<file path="src/rtl/rv_pipe_pkg.sv">
// Shared types and constants for the RV32IM pipeline control blocks.
// Holds the MUL/DIV occupancy state encoding and default latencies.
package rv_pipe_pkg;

  typedef enum logic {
    IDLE    = 1'b0,
    MD_BUSY = 1'b1
  } md_state_t;

  localparam int REG_X0      = 0;
  localparam int MUL_LAT_DEF = 2;
  localparam int DIV_LAT_DEF = 34;

endpackage

</file>
<file path="src/rtl/rv_sat_counter.sv">
// Saturating up-counter with synchronous clear.
// Reset overrides clear, clear overrides increment.
module rv_sat_counter #(
  parameter int W = 32
) (
  input  logic         clk,
  input  logic         rst,
  input  logic         clr,
  input  logic         inc,
  output logic [W-1:0] q
);

  localparam logic [W-1:0] ONE = W'(1);

  always_ff @(posedge clk) begin
    if (rst) begin
      q <= '0;
    end else if (clr) begin
      q <= '0;
    end else if (inc && (q != '1)) begin
      q <= q + ONE;
    end
  end

endmodule

</file>
<file path="src/rtl/rv_hazard_ctrl.sv">
// Load-use / MUL-DIV stall and branch-flush controller for the 5-stage core.
// Control outputs are combinational; EX occupancy and perf counters are registered.
module rv_hazard_ctrl
  import rv_pipe_pkg::*;
#(
  parameter int REG_AW  = 5,
  parameter int MUL_LAT = MUL_LAT_DEF,
  parameter int DIV_LAT = DIV_LAT_DEF,
  parameter int CNT_W   = 32
) (
  input  logic              clk,
  input  logic              rst,
  input  logic [REG_AW-1:0] id_rs1,
  input  logic [REG_AW-1:0] id_rs2,
  input  logic              id_use_rs1,
  input  logic              id_use_rs2,
  input  logic [REG_AW-1:0] ex_rd,
  input  logic              ex_mem_read,
  input  logic              ex_md_start,
  input  logic              ex_md_is_div,
  input  logic              mem_br_taken,
  input  logic              cnt_clr,
  output logic              pc_write,
  output logic              if_id_write,
  output logic              id_ex_write,
  output logic              id_ex_bubble,
  output logic              ex_mem_bubble,
  output logic              flush_if_id,
  output logic              flush_id_ex,
  output logic              flush_ex_mem,
  output logic              md_busy,
  output logic [CNT_W-1:0]  cnt_load_use,
  output logic [CNT_W-1:0]  cnt_md_stall,
  output logic [CNT_W-1:0]  cnt_flush
);

  localparam logic [7:0] MUL_L = 8'(MUL_LAT);
  localparam logic [7:0] DIV_L = 8'(DIV_LAT);
  localparam logic [REG_AW-1:0] X0 = REG_AW'(REG_X0);

  md_state_t  state;
  logic [7:0] md_cnt;
  logic [7:0] lat;
  logic       md_go;
  logic       flush;
  logic       md_stall;
  logic       load_use;
  logic       rs_hit;

  assign lat   = ex_md_is_div ? DIV_L : MUL_L;
  assign md_go = (state == IDLE) && ex_md_start && (lat > 8'd1);

  assign rs_hit = (id_use_rs1 && (id_rs1 == ex_rd)) ||
                  (id_use_rs2 && (id_rs2 == ex_rd));

  // Priority chain: flush, then MUL/DIV stall, then load-use.
  assign flush    = !rst && mem_br_taken;
  assign md_stall = !rst && !flush &&
                    (md_go || ((state == MD_BUSY) && (md_cnt != 8'd0)));
  assign load_use = !rst && !flush && !md_stall &&
                    ex_mem_read && (ex_rd != X0) && rs_hit;

  assign pc_write      = !(md_stall || load_use);
  assign if_id_write   = !(md_stall || load_use);
  assign id_ex_write   = !md_stall;
  assign id_ex_bubble  = load_use;
  assign ex_mem_bubble = md_stall;
  assign flush_if_id   = flush;
  assign flush_id_ex   = flush;
  assign flush_ex_mem  = flush;
  assign md_busy       = (state == MD_BUSY);

  // A taken branch kills the wrong-path MUL/DIV held in EX.
  always_ff @(posedge clk) begin
    if (rst || mem_br_taken) begin
      state  <= IDLE;
      md_cnt <= 8'd0;
    end else begin
      case (state)
        IDLE: begin
          if (md_go) begin
            state  <= MD_BUSY;
            md_cnt <= lat - 8'd2;
          end
        end
        MD_BUSY: begin
          if (md_cnt != 8'd0) begin
            md_cnt <= md_cnt - 8'd1;
          end else begin
            state <= IDLE;
          end
        end
        default: begin
          state  <= IDLE;
          md_cnt <= 8'd0;
        end
      endcase
    end
  end

  rv_sat_counter #(.W(CNT_W)) u_cnt_lu (
    .clk (clk),
    .rst (rst),
    .clr (cnt_clr),
    .inc (load_use),
    .q   (cnt_load_use)
  );

  rv_sat_counter #(.W(CNT_W)) u_cnt_md (
    .clk (clk),
    .rst (rst),
    .clr (cnt_clr),
    .inc (md_stall),
    .q   (cnt_md_stall)
  );

  rv_sat_counter #(.W(CNT_W)) u_cnt_fl (
    .clk (clk),
    .rst (rst),
    .clr (cnt_clr),
    .inc (flush),
    .q   (cnt_flush)
  );

endmodule
</file>
<file path="config.mk">
export PLATFORM = sky130hd
export DESIGN_NAME = rv_hazard_ctrl
export DESIGN_NICKNAME = d
export VERILOG_FILES = /design/src/rtl/rv_pipe_pkg.sv /design/src/rtl/rv_sat_counter.sv /design/src/rtl/rv_hazard_ctrl.sv
export SDC_FILE = /design/constraint.sdc
export NUM_CORES = 1
export LEC_CHECK = 0
export BUFFER_PORTS_ARGS = -buffer_cell sky130_fd_sc_hd__buf_2
export CORE_UTILIZATION = 40
export DETAILED_ROUTE_END_ITERATION = 10
export PLACE_DENSITY = 0.6
export SLEW_MARGIN = 20
export SYNTH_ARGS = -nofsm -noshare
export SYNTH_HDL_FRONTEND = slang
export SYNTH_SLANG_ARGS = --single-unit
</file>
<file path="constraint.sdc">
create_clock -name clk -period 3.2 [get_ports clk]
set_input_delay 0.16 -clock clk [delete_from_list [all_inputs] [get_ports clk]]
set_output_delay 0.16 -clock clk [all_outputs]
set_load 0.01 [all_outputs]
</file>
==> results of run 1 <==
[per-stage QoR]
step / setup slack [ns] / area (um2) / util
2_1_floorplan: 0.838 / 5250 / -
3_3_place_gp: 0.557 / 6030 / 0.474
3_5_place_dp: 0.458 / 6030 / 0.474
4_1_cts: 0.252 / 6320 / 0.496
5_1_grt: 0.0660 / 6320 / 0.497
6_report: 0.296 / 6320 / 0.497
[layout by cell type, fill, tap and decap left out, types with 26 or more instances in the layout]
master	n
sky130_fd_sc_hd__nand3_1	35
sky130_fd_sc_hd__buf_2	128
sky130_fd_sc_hd__nand4_1	32
sky130_fd_sc_hd__o21ai_0	32
sky130_fd_sc_hd__a21oi_1	36
sky130_fd_sc_hd__xnor2_1	49
sky130_fd_sc_hd__or3_1	38
sky130_fd_sc_hd__nand2_1	49
sky130_fd_sc_hd__nor2_1	89
sky130_fd_sc_hd__dfxtp_1	105
sky130_fd_sc_hd__nor3_1	26
[cell usage after synthesis (3+ instances only)]
library cell	number
sky130_fd_sc_hd__dfxtp_1	105
sky130_fd_sc_hd__nor2_1	89
sky130_fd_sc_hd__nand2_1	49
sky130_fd_sc_hd__xnor2_1	49
sky130_fd_sc_hd__or3_1	38
sky130_fd_sc_hd__a21oi_1	36
sky130_fd_sc_hd__nand3_1	35
sky130_fd_sc_hd__nand4_1	32
sky130_fd_sc_hd__o21ai_0	32
sky130_fd_sc_hd__nor3_1	26
sky130_fd_sc_hd__inv_1	22
sky130_fd_sc_hd__clkbuf_1	21
sky130_fd_sc_hd__xor2_1	15
sky130_fd_sc_hd__nor4_1	11
sky130_fd_sc_hd__or4_1	10
sky130_fd_sc_hd__and3_1	7
sky130_fd_sc_hd__and4_1	6
sky130_fd_sc_hd__ha_1	5
sky130_fd_sc_hd__mux2i_1	5
sky130_fd_sc_hd__or2_2	5
sky130_fd_sc_hd__a31oi_1	4
sky130_fd_sc_hd__nand2b_1	4
sky130_fd_sc_hd__o31ai_1	4
sky130_fd_sc_hd__buf_2	3
sky130_fd_sc_hd__buf_4	3
sky130_fd_sc_hd__nor3b_1	3
sky130_fd_sc_hd__nor4b_1	3
[layer usage]
layer | vias to the layer above | wire (um) | global-route usage
met5 | - | 0 | 0
met4 | 0 | 178 | 0.0844
met3 | 12 | 650 | 0.0394
met2 | 133 | 6480 | 0.332
met1 | 2379 | 6260 | 0.272
li1 | 2566 | - | -
[cell families (layout without fill, tap and decap cells)]
family                   Yosys count  in the layout  synth area share
AO/OA/AOI/OAI                     95             95             0.109
XOR/XNOR                          64             64             0.107
adder cells (fa/ha/maj)            5              5            0.0119
buffers and inverters             51            172            0.0393
flip-flops                       105            105             0.400
multiplexers                       7              7            0.0138
other                              0              1                 0
AND/OR/NAND/NOR                  325            325             0.319
[final timing paths]
check                                            startpoint                     endpoint  slack, ns
worst max-delay path                 md_cnt[0]$_SDFFE_PP0P_                  if_id_write       0.30
worst min-delay path                                cnt_clr  u_cnt_lu.q[26]$_SDFFE_PP0P_       0.17
worst max register to register       md_cnt[0]$_SDFFE_PP0P_  u_cnt_lu.q[25]$_SDFFE_PP0P_       0.47
worst min register to register  u_cnt_lu.q[31]$_SDFFE_PP0P_  u_cnt_lu.q[31]$_SDFFE_PP0P_       0.50
[state kept, by name (all words and copies together), names as in the netlist]
signal      count
md_busy         1
u_cnt_md.q     32
md_cnt          8
u_cnt_lu.q     32
u_cnt_fl.q     32
[power groups by stage]
stage	combinational, mW	clock [mW]	sequential, mW
2_1_floorplan	0.0650	0	1.34
3_3_place_gp	0.102	0	1.34
3_5_place_dp	0.103	0	1.34
4_1_cts	0.104	1.14	1.31
5_1_grt	0.114	1.19	1.31
6_report	0.102	1.11	1.31
[worst reg2reg max path, delay by kind of cell (launching register included)]
family / cells / cell delay [ns]
AOI/OAI and AO/OA: 3 / 0.74
adders and majority gates: 1 / 0.16
buffers and inverters: 2 / 0.40
DFF: 1 / 0.35
and+or+nand+nor: 3 / 1.02
[cell type report]
cell class,count,area share
Multi-Input combinational cell,496,0.466
Sequential cell,105,0.333
Timing Repair Buffer,133,0.107
Clock buffer,13,0.0396
Tap cell,172,0.0341
Inverter,23,0.0137
Clock inverter,3,0.00634
Antenna cell,1,0.000396
==> load_flow_metrics.sql, run 1 <==
INSERT INTO impl_metrics (metric_group, metric, value, unit) VALUES
('route', 'wire_per_inst', '14.3', 'um'),
('sta', 'final_min_period_over_clock_period', '0.907', ''),
('synth', 'synth.top_cells.by_area', 'sky130_fd_sc_hd__dfxtp_1, sky130_fd_sc_hd__xnor2_1, sky130_fd_sc_hd__nor2_1, sky130_fd_sc_hd__or3_1, sky130_fd_sc_hd__nand4_1', ''),
('cells_and_area', 'multiInputGateArea', '2940', 'um2'),
('sta', 'max-slew-margin-rel', '0.395', ''),
('power', 'power.combinational.fraction', '0.040', ''),
('synth', 'synth_seq_area_share', '0.400', ''),
('power', 'power_per_cell_area', '400', 'nW/um2'),
('placed_design', 'placed_cells', '929', ''),
('synth', 'post-synth-top-area-cell', 'sky130_fd_sc_hd__dfxtp_1', ''),
('die', 'floorplan.initialDensity', '0.413', ''),
('sta', 'setup-tns-final', '0', 'ns'),
('critical_path', 'worst-endpoint-arrival', '2.74', 'ns'),
('die', 'die_area', '13600', 'um2'),
('critical_path', 'critical_path_buf_inv_count', '3', ''),
('power', 'total_power', '2.52', 'mW'),
('die', 'die-width', '117', 'um'),
('route', 'first_pass_iters', '5', ''),
('hold_path', 'hold_critical_path_depth', '3', ''),
('synth', 'ys.warnings.count', '0', ''),
('critical_path', 'timing.setup.critical_path_class', 'reg2out', ''),
('clock_tree', 'cts_sinks', '105', ''),
('critical_path', 'critical-path-top-delay-family', 'simple AND/OR/NAND/NOR gates', ''),
('critical_path', 'start_kind', 'register', ''),
('synth', 'synth.cell_area', '5250', 'um2'),
('sta', 'worstMarginPinSlew', '0.899', 'ns'),
('clock_tree', 'clock-root-buffer', 'sky130_fd_sc_hd__clkbuf_16', ''),
('synth', 'async_reset_ff_frac', '0', ''),
('die', 'die_h', '117', 'um'),
('placed_design', 'place_hpwl', '10100', 'um'),
('cells_and_area', 'num-nets-final', '797', ''),
('sta', 'number_of_hold_violations_in_the_final_report', '0', ''),
('route', 'drt-vias-per-instance', '5.38', ''),
('outcome', 'outcome', 'finished, final reports clean', ''),
('synth', 'synth_enable_flop_cells', '0', ''),
('global_routing', 'globalRouteOverflowTotal', '0', ''),
('power', 'power_frac_clock', '0.440', ''),
('critical_path', 'max_stage_delay', '0.39', 'ns'),
('synth', 'syn_area_per_cell', '8.06', 'um2'),
('synth', 'synthDistinctLibCells', '52', ''),
('global_routing', 'grt_util_all_layers', '0.206', ''),
('clock_tree', 'clk_latency', '0.35', 'ns'),
('sta', 'total_count_of_max_transition_violations_in_the_final_report', '0', ''),
('critical_path', 'setup.worst_path.end_class', 'output pin', ''),
('synth', 'synth.top_cell.area_share', '0.400', ''),
('critical_path', 'cp_max_fo', '16', ''),
('die', 'number_of_core_rows', '41', ''),
('clock_tree', 'worst_setup_hold_path_clk_slew', '0.07', 'ns'),
('global_routing', 'wire_length_of_the_first_global_routing_pass', '22100', 'um'),
('run', 'max_cap_viol_count', '0', ''),
('power', 'power_report.internal_total', '1.98', 'mW'),
('critical_path', 'r2r.worst_path.cells', '9', ''),
('sta', 'setup_viol', '0', ''),
('global_routing', 'antenna_found_initial', '1', ''),
('cells_and_area', 'layout.cells.non_filler', '946', ''),
('sta', 'rsz_0062_raised_after_global_routing', 'false', ''),
('clock_tree', 'cts_repair_resize_count', '0', ''),
('clock_tree', 'cts_setup_buffers', '0', ''),
('global_routing', 'grt_pass1_vias', '4599', ''),
('synth', 'synthesis.instances', '652', ''),
('clock_tree', 'cts_tree', 'yes', ''),
('clock_tree', 'cts.hold.buffers_added', '0', ''),
('global_routing', 'grt_start_max_net_pins', '41', ''),
('die', 'core_area', '12700', 'um2'),
('cells_and_area', 'area_growth_syn_to_layout', '20.3', '%'),
('synth', 'dominantRegCellSynth', 'sky130_fd_sc_hd__dfxtp_1', ''),
('synth', 'postSynthNetCount', '681', ''),
('cells_and_area', 'area.sequential', '2100', 'um2'),
('route', 'detail-route-antenna-nets', '0', ''),
('placed_design', 'globalplace.congestion', '0.856', ''),
('synth', 'ffs_latches_synth', '105', '');
No activity file was read; power rests on OpenSTA's default activity.
==> run 2: changes to the inputs <==
CORE_MARGIN = 2   (was not set)
==> load_flow_metrics.sql, run 2 (synthesis results as in run 1) <==
INSERT INTO impl_metrics (metric_group, metric, value, unit) VALUES
('outcome', 'outcome', 'finished, final reports clean', ''),
('global_routing', 'grt_util_all_layers', '0.195', ''),
('critical_path', 'required', '3.04', 'ns'),
('route', 'first_pass_iters', '4', ''),
('clock_tree', 'clk_path_buf_depth', '2', ''),
('clock_tree', 'clk_latency', '0.35', 'ns'),
('cells_and_area', 'finish.utilization', '0.499', ''),
('sta', 'setup_viol', '0', ''),
('sta', 'number_of_hold_violations_in_the_final_report', '0', ''),
('clock_tree', 'number_of_buffers_inserted_during_clock_tree_synthesis', '9', ''),
('cells_and_area', 'final_layout_size_suffix_gt1_frac', '0.208', ''),
('global_routing', 'grt_start_max_net_pins', '44', ''),
('cells_and_area', 'layout_common_cells', 'sky130_fd_sc_hd__buf_2, sky130_fd_sc_hd__dfxtp_1, sky130_fd_sc_hd__nor2_1, sky130_fd_sc_hd__nand2_1, sky130_fd_sc_hd__xnor2_1', ''),
('die', 'floorplan.initialDensity', '0.413', ''),
('sta', 'achievable-frequency', '0.359', 'GHz'),
('clock_tree', 'cts_setup_buffers', '0', ''),
('clock_tree', 'worst_setup_hold_path_clk_slew', '0.07', 'ns'),
('sta', 'setup-tns-final', '0', 'ns'),
('die', 'i_o_pins', '129', ''),
('critical_path', 'crit_path_top_delay_cell', 'sky130_fd_sc_hd__or3b_1', ''),
('power', 'worst_ir_drop_vdd', '0.000201', 'V'),
('cells_and_area', 'num-nets-final', '798', ''),
('critical_path', 'critical_path.most_common_cell', 'sky130_fd_sc_hd__inv_1', ''),
('clock_tree', 'cts_repair_resize_count', '0', ''),
('critical_path', 'cp_max_fo', '13', ''),
('die', 'die_area', '14100', 'um2'),
('placed_design', 'place_hpwl', '10100', 'um'),
('critical_path', 'max_stage_delay', '0.39', 'ns'),
('global_routing', 'globalRouteOverflowTotal', '0', ''),
('route', 'detail_route.wirelength', '13600', 'um'),
('route', 'drt-initial-drc-count', '388', ''),
('die', 'number_of_core_rows', '41', ''),
('die', 'die_h', '119', 'um'),
('placed_design', 'globalplace.congestion', '0.832', ''),
('clock_tree', 'cts_tree', 'yes', ''),
('power', 'power_per_cell_area', '407', 'nW/um2'),
('global_routing', 'grt_pass1_vias', '4600', ''),
('placed_design', 'buffer_ports.inserted', '128', ''),
('cells_and_area', 'area_growth_syn_to_layout', '20.7', '%'),
('sta', 'total_count_of_max_transition_violations_in_the_final_report', '0', ''),
('sta', 'final_min_period_over_clock_period', '0.871', ''),
('clock_tree', 'cts.hold.buffers_added', '0', ''),
('global_routing', 'wire_length_of_the_first_global_routing_pass', '22600', 'um'),
('critical_path', 'setup.worst_path.end_class', 'output pin', ''),
('route', 'vias', '5044', ''),
('die', 'core_area', '12700', 'um2'),
('sta', 'rsz_0062_raised_after_global_routing', 'false', ''),
('cells_and_area', 'antenna_cells_inserted', '0', ''),
('critical_path', 'start_kind', 'register', ''),
('power', 'power_leakage', '2.29', 'nW'),
('clock_tree', 'clock-root-buffer', 'sky130_fd_sc_hd__clkbuf_16', ''),
('cells_and_area', 'final_common_cell', 'sky130_fd_sc_hd__buf_2', ''),
('die', 'die-width', '119', 'um'),
('route', 'drt-vias-per-instance', '5.33', ''),
('run', 'max_cap_viol_count', '0', ''),
('cells_and_area', 'largestRegisters', 'u_cnt_fl.q x32, u_cnt_lu.q x32, u_cnt_md.q x32', ''),
('hold_path', 'hold_path_class', 'in2reg', ''),
('cells_and_area', 'n_fill_cell', '1294', ''),
('critical_path', 'timing.setup.critical_path_class', 'reg2out', ''),
('clock_tree', 'cts_max_level', '3', ''),
('sta', 'min_period', '2.79', 'ns'),
('global_routing', 'antenna_found_initial', '0', ''),
('critical_path', 'worst-endpoint-arrival', '2.63', 'ns'),
('sta', 'worstMarginPinSlew', '0.831', 'ns'),
('route', 'wire_per_inst', '14.4', 'um'),
('sta', 'clock_skew', '0.00643', 'ns'),
('route', 'detail-route-antenna-nets', '0', ''),
('route', 'drt_drc_violations_left', '0', ''),
('sta', 'max-slew-margin-rel', '0.446', ''),
('clock_tree', 'cts_sinks', '105', ''),
('critical_path', 'setup.reg_to_reg.worst_slack', '0.51', 'ns'),
('critical_path', 'cp_cell_sequence', 'inv_1 > ha_1 > or3b_1 > o31ai_4 > o2111a_1 > nand2_1 > inv_1 > nor2_1 > buf_2', '');
## run 2: cell types whose count changed in the layout (fill, tap and decap cells not counted)
cell                       previous run  this run
sky130_fd_sc_hd__buf_4                5         6
sky130_fd_sc_hd__clkbuf_1             3         2
sky130_fd_sc_hd__clkbuf_8             1         3
sky130_fd_sc_hd__clkinv_2             2         1
sky130_fd_sc_hd__diode_2              1         0
## run 2: stage by stage
stage	cells	power [mW]	cell area [um2]	hold WS (ns)	setup slack, ns
finish	946	2.58	6340	0.168	0.413
global placement	930	1.45	6030	0.484	0.618
floorplan	652	1.41	5250	0.334	0.838
global route	946	2.67	6340	0.192	0.169
detailed placement	930	1.45	6030	0.494	0.533
CTS	946	2.61	6340	0.159	0.374
## run 2: worst paths after layout
path,from,cells past startpoint,to
setup reg to reg,md_cnt[0]$_SDFFE_PP0P_,9,u_cnt_lu.q[22]$_SDFFE_PP0P_
hold reg to reg,u_cnt_lu.q[11]$_SDFFE_PP0P_,2,u_cnt_lu.q[11]$_SDFFE_PP0P_
hold / removal,cnt_clr,3,u_cnt_lu.q[30]$_SDFFE_PP0P_
setup / recovery,md_cnt[0]$_SDFFE_PP0P_,9,if_id_write
## run 2: final cells by class
cell class	count	area (um2)	share of cell area
Tap cell	172	215	0.0339
Multi-Input combinational cell	496	2940	0.464
Inverter	23	86.3	0.0136
Clock inverter	2	35.0	0.00552
Clock buffer	14	274	0.0432
Timing Repair Buffer	134	686	0.108
Sequential cell	105	2100	0.331
## run 2: metal layers
metal,track usage,wire length (um)
met1,0.256,6460
met2,0.310,6270
met4,0.0789,261
met3,0.0434,619
met5,0,0
## run 2: critical path: cells and delay by family (launching register included)
family,cells,cell delay [ns]
compound gates,2,0.59
simple gates,3,0.70
fa+ha+maj,1,0.16
buf+inv,3,0.48
flops,1,0.34
## run 2: where the power goes
group          switching [mW]  leakage (nW)  internal (mW)
clock network           0.495         0.153          0.671
logic                  0.0629          1.29         0.0404
registers             0.00333         0.846           1.31
